File: src/rtl/spike_pattern_decoder_pkg.sv
`default_nettype none
// ============================================================================
// spike_pattern_decoder_pkg: shared state encoding, constants and defaults
// Rev 1.0 - initial release
// ============================================================================
package spike_pattern_decoder_pkg;

  localparam int DEF_N      = 7;
  localparam int DEF_CNT_W  = 8;
  localparam int DEF_WINDOW = 64;

  localparam logic [1:0] ST_IDLE  = 2'd0;
  localparam logic [1:0] ST_COUNT = 2'd1;
  localparam logic [1:0] ST_DONE  = 2'd2;

  localparam logic [2:0] NO_WINNER = 3'd7;

endpackage : spike_pattern_decoder_pkg
`default_nettype wire

File: src/rtl/spike_rate_counter.sv
`default_nettype none
// ============================================================================
// spike_rate_counter: rising-edge detect plus saturating per-neuron counter
// Rev 1.0 - initial release
// ============================================================================
module spike_rate_counter #(
  parameter int CNT_W = 8
) (
  input  logic             clk,
  input  logic             rst,
  input  logic             i_spike,
  input  logic             i_clear,
  input  logic             i_en,
  output logic [CNT_W-1:0] o_count_next
);

  logic             r_prev;
  logic [CNT_W-1:0] r_count;
  logic             w_rise;
  logic             w_sat;

  assign w_rise = i_spike & ~r_prev;
  assign w_sat  = &r_count;

  // The next value is exported so the parent can latch results on the same
  // edge that accounts for the final counting cycle.
  always_comb begin
    o_count_next = r_count;
    if (i_clear)
      o_count_next = '0;
    else if (i_en && w_rise && !w_sat)
      o_count_next = r_count + 1'b1;
  end

  always_ff @(posedge clk) begin
    if (rst) begin
      r_prev  <= 1'b0;
      r_count <= '0;
    end else begin
      r_prev  <= i_spike;
      r_count <= o_count_next;
    end
  end

endmodule : spike_rate_counter
`default_nettype wire

File: src/rtl/spike_pattern_decoder.sv
`default_nettype none
// ============================================================================
// spike_pattern_decoder: counts spike edges over a window, reports pattern/winner
// Rev 1.0 - initial release
// ============================================================================
module spike_pattern_decoder
  import spike_pattern_decoder_pkg::*;
#(
  parameter int N      = DEF_N,
  parameter int CNT_W  = DEF_CNT_W,
  parameter int WINDOW = DEF_WINDOW
) (
  input  logic             clk,
  input  logic             reset,
  input  logic [N-1:0]     spikes,
  input  logic             start,
  input  logic [CNT_W-1:0] thresh,
  output logic             busy,
  output logic             out_valid,
  input  logic             out_ready,
  output logic [3:0]       pattern_out,
  output logic [2:0]       winner
);

  logic [1:0]       r_state;
  logic [1:0]       w_next_state;
  logic [15:0]      r_win;
  logic [CNT_W-1:0] r_thresh;
  logic [3:0]       r_pattern;
  logic [2:0]       r_winner;

  logic             w_accept;
  logic             w_count_en;
  logic             w_last;
  logic [CNT_W-1:0] w_cnt_next [N];
  logic [3:0]       w_pattern;
  logic [2:0]       w_winner;
  logic [CNT_W-1:0] w_best;

  assign w_accept   = (r_state == ST_IDLE) && start;
  assign w_count_en = (r_state == ST_COUNT);
  assign w_last     = w_count_en && (r_win == 16'(WINDOW - 1));

  generate
    for (genvar k = 0; k < N; k++) begin : g_cnt
      spike_rate_counter #(.CNT_W(CNT_W)) u_cnt (
        .clk          (clk),
        .rst          (reset),
        .i_spike      (spikes[k]),
        .i_clear      (w_accept),
        .i_en         (w_count_en),
        .o_count_next (w_cnt_next[k])
      );
    end
  endgenerate

  generate
    for (genvar i = 0; i < 4; i++) begin : g_pat
      if (i < N) begin : g_used
        assign w_pattern[i] = (w_cnt_next[i] >= r_thresh);
      end else begin : g_unused
        assign w_pattern[i] = 1'b0;
      end
    end
  endgenerate

  // Strict greater-than keeps ties on the lowest index; all-zero leaves NO_WINNER.
  always_comb begin
    w_best   = '0;
    w_winner = NO_WINNER;
    for (int k = 0; k < N; k++) begin
      if (w_cnt_next[k] > w_best) begin
        w_best   = w_cnt_next[k];
        w_winner = 3'(k);
      end
    end
  end

  always_ff @(posedge clk) begin
    if (reset)
      r_state <= ST_IDLE;
    else
      r_state <= w_next_state;
  end

  always_comb begin
    w_next_state = r_state;
    case (r_state)
      ST_IDLE:  if (start)     w_next_state = ST_COUNT;
      ST_COUNT: if (w_last)    w_next_state = ST_DONE;
      ST_DONE:  if (out_ready) w_next_state = ST_IDLE;
      default:                 w_next_state = ST_IDLE;
    endcase
  end

  always_comb begin
    busy      = (r_state == ST_COUNT) || (r_state == ST_DONE);
    out_valid = (r_state == ST_DONE);
  end

  always_ff @(posedge clk) begin
    if (reset) begin
      r_win     <= '0;
      r_thresh  <= '0;
      r_pattern <= '0;
      r_winner  <= NO_WINNER;
    end else begin
      if (w_accept) begin
        r_win    <= '0;
        r_thresh <= thresh;
      end else if (w_count_en) begin
        r_win    <= r_win + 16'd1;
      end
      if (w_last) begin
        r_pattern <= w_pattern;
        r_winner  <= w_winner;
      end
    end
  end

  assign pattern_out = r_pattern;
  assign winner      = r_winner;

endmodule : spike_pattern_decoder
`default_nettype wire

File: config.mk
export PLATFORM = sky130hd
export DESIGN_NAME = spike_pattern_decoder
export DESIGN_NICKNAME = d
export VERILOG_FILES = /design/src/rtl/spike_pattern_decoder_pkg.sv /design/src/rtl/spike_rate_counter.sv /design/src/rtl/spike_pattern_decoder.sv
export SDC_FILE = /design/constraint.sdc
export NUM_CORES = 1
export LEC_CHECK = 0
export ABC_AREA = 1
export CAP_MARGIN = 10
export CORE_ASPECT_RATIO = 1.2
export CORE_MARGIN = 4
export CORE_UTILIZATION = 56
export CTS_CLUSTER_SIZE = 25
export DETAILED_ROUTE_END_ITERATION = 8
export PLACE_DENSITY = 0.75
export SYNTH_ARGS = -nofsm -noshare
export SYNTH_HDL_FRONTEND = slang
export SYNTH_SLANG_ARGS = --single-unit
File: constraint.sdc
create_clock -name clk -period 8.85 [get_ports clk]
set_input_delay 1.77 -clock clk [delete_from_list [all_inputs] [get_ports clk]]
set_output_delay 1.77 -clock clk [all_outputs]
set_load 0.03 [all_outputs]
==> impl_metrics.py <==
metrics = {
    "clock_network": {
        "path_clk_slew_ps": 70,
        "numCtsBuffers": 9,
        "ctsLongestPathBuffers": 2,
        "cts_num_sinks": 96,
        "cts_tree": "done",
        "root_buffer": "clkbuf_16",
        "cts-htree-levels": 3,
        "clk_latency_ps": 370,
    },
    "floorplan": {
        "start_util_pct": 57.7,
        "io-pin-count": 28,
        "core_area_mm2": 0.0128,
        "std_cell_rows": 45,
        "die_h_um": 134,
        "die_w_um": 113,
        "die_area_mm2": 0.0151,
    },
    "setup_path": {
        "worstSetupPathType": "in -> reg",
        "end_kind": "register",
        "crit_start": "spikes[1]",
        "r2r_start": "g_cnt[1].u_cnt.r_count[0]",
        "r2r_cells": 66,
        "cpMostUsedCell": "nand2_1",
        "slowest_stage": "ha_4",
        "worstPathArrival_ps": 10430,
        "path_max_fanout": 8,
        "timing.critical_path.slowest_cell_delay_ps": 330,
        "worstPathRequired_ps": 9090,
        "cp-start-kind": "input port",
        "rrSetupSlack_ps": -950,
        "r2r_end": "winner[2]",
    },
    "placed_design": {
        "dp_slack_ps": -1270,
        "globalplace.congestion": 0.904,
        "io_buffers": 27,
        "hpwl_um": 14600,
    },
    "sta": {
        "slew_violations": 0,
        "finalSetupViolCount": 4,
        "fin_crit_ps": 10200,
        "hold_violations": 0,
        "setup_tns_ps": -3550,
        "relSlewSlack_pct": 26.9,
        "fin_crit_sh_pct": 115,
        "fin_worst_skew_ps": 10.9,
        "rsz0062_at_grt": "yes",
        "worst_slew_pin_slew_ps": 1100,
        "timing.fmax_mhz": 98.1,
        "finalWorstSetupSlack_ps": -1350,
    },
    "logic_synthesis": {
        "syn_area_per_cell_um2": 6.58,
        "synth_cell_type_count": 44,
        "yosysWarnings": 0,
        "syn_inst": 1121,
        "syn_nets": 1233,
        "synth_area_mm2": 0.00738,
        "yosys_register_bits": 96,
        "ys_seq_area_share_pct": 26.0,
    },
    "layout": {
        "num-fill-cells": 542,
        "antennaDiodeCount": 0,
        "final_layout_size_suffix_gt1_share_pct": 35.7,
        "layout_commonest_cell": "nand2_1",
        "syn_to_final_growth_pct": 50.5,
        "nets": 1447,
        "final_cell_mix": "195 x nand2_1, 182 x buf_4, 135 x nor2_1, 133 x inv_1, 96 x dfxtp_1",
    },
    "drt": {
        "vias": 9822,
        "first_pass_iters": 8,
        "vias_per_cell": 6.53,
        "drc": 0,
        "drt-wirelength-per-cell_um": 23.3,
        "antenna_left": 0,
        "drt_first_iter_violations": 1289,
        "drt_wl_total_um": 35100,
    },
    "outcome": {
        "status": "complete, but fails checks",
        "violations": "setup timing",
    },
    "min_path": {
        "whs_endpoint": "r_win[2]",
        "min_path_type": "reg -> reg",
        "hp-start": "r_win[2]",
        "min_path_cells": 2,
    },
    "grt": {
        "grt_pass1_wl_um": 39700,
        "grt_pass1_vias": 8199,
        "grt_remaining_overflow": 0,
        "grt_usage_pct": 32.5,
        "antenna_found_initial": 0,
        "grt_start_max_net_pins": 53,
    },
    "run": {
        "maxCapViolCount": 0,
    },
}
-- worst max-delay path: cells and delay by family --
kind | cells | cell delay [ps]
AOI/OAI and AO/OA | 7 | 910
adders and majority gates | 6 | 1750
buffers and inverters | 11 | 1540
and+or+nand+nor | 41 | 4420
-- timing repair --
| action | in CTS | in global routing |
|---|---|---|
| resized for setup | 133 | 212 |
| gates cloned | 3 | 0 |
| pin swaps | 73 | 103 |
| setup buffers | 73 | 13 |
| hold buffers | 0 | 0 |
| setup endpoints to repair | 3 | 4 |
-- routing by layer --
layer	track usage, %	share of wire, %
met5	0	0
met4	20.7	10
met3	5.18	13
met2	53.2	42
met1	39.5	34
-- state kept, by name, summed over array words and instances, names as in the netlist --
signal	flops
g_cnt.u_cnt.r_count	56
g_cnt.u_cnt.r_prev	7
pattern_out	4
r_state	2
r_thresh	8
r_win	16
winner	3
-- worst max path at each step --
stage	endpoint	slack, ps	cells past startpoint
floorplan	winner[2]	20	63
global placement	winner[2]	-1070	64
detailed placement	winner[2]	-1270	65
CTS	winner[2]	-130	65
global route	winner[2]	-1530	65
finish	winner[2]	-1350	65
-- cell usage after synthesis (all sizes together) --
cell type | instances | area share [%]
nor4 | 8 | 0.88
inv | 158 | 8.1
nand4 | 14 | 1.2
o22ai | 1 | 0.085
o21ai | 52 | 3.5
clkbuf | 11 | 0.56
nor3 | 32 | 2.4
nand2 | 275 | 14
nor2 | 155 | 8.6
nand3b | 3 | 0.31
nand3 | 92 | 6.8
a21oi | 48 | 3.3
a21boi | 5 | 0.56
o211ai | 5 | 0.51
a31oi | 1 | 0.085
a31o | 1 | 0.12
nor3b | 4 | 0.47
ha | 93 | 16
clkinv | 1 | 0.051
o21bai | 5 | 0.51
dfxtp | 96 | 26
or2 | 6 | 0.51
a211oi | 1 | 0.10
and2 | 16 | 1.4
xor2 | 19 | 2.3
buf | 14 | 1.1
xnor2 | 5 | 0.59
-- metrics by stage --
step | area, um2 | util, % | cells | hold WS, ps
after CTS | 10000 | 78.5 | 1499 | 482
after global placement | 8660 | 67.7 | 1408 | 470
after detailed placement | 8660 | 67.7 | 1408 | 472
final | 11100 | 86.9 | 1503 | 510
after floorplan | 7400 | - | 1121 | 452
after global routing | 11100 | 86.9 | 1503 | 532
-- logic make-up after synthesis --
logic type / after synthesis / share of synthesized area [%]
adder cells (fa/ha/maj): 93 / 15.8
XOR/XNOR: 24 / 2.85
AO/OA/AOI/OAI: 119 / 8.75
AND/OR/NAND/NOR: 605 / 36.8
flip-flops: 96 / 26.0
buffers and inverters: 184 / 9.78
-- final cells by class --
| class | instances | area [um2] | share of cell area [%] |
|---|---|---|---|
| timing repair buffer | 228 | 1920 | 17.3 |
| clock inverter | 4 | 28.8 | 0.259 |
| tap | 164 | 205 | 1.85 |
| clock buffer | 11 | 253 | 2.28 |
| inverter | 159 | 642 | 5.78 |
| sequential | 96 | 1920 | 17.3 |
| multi-input combinational | 841 | 6140 | 55.3 |
Power is not shown: default switching activity piles up to over one toggle a cycle in this logic, so the estimate is an artifact.
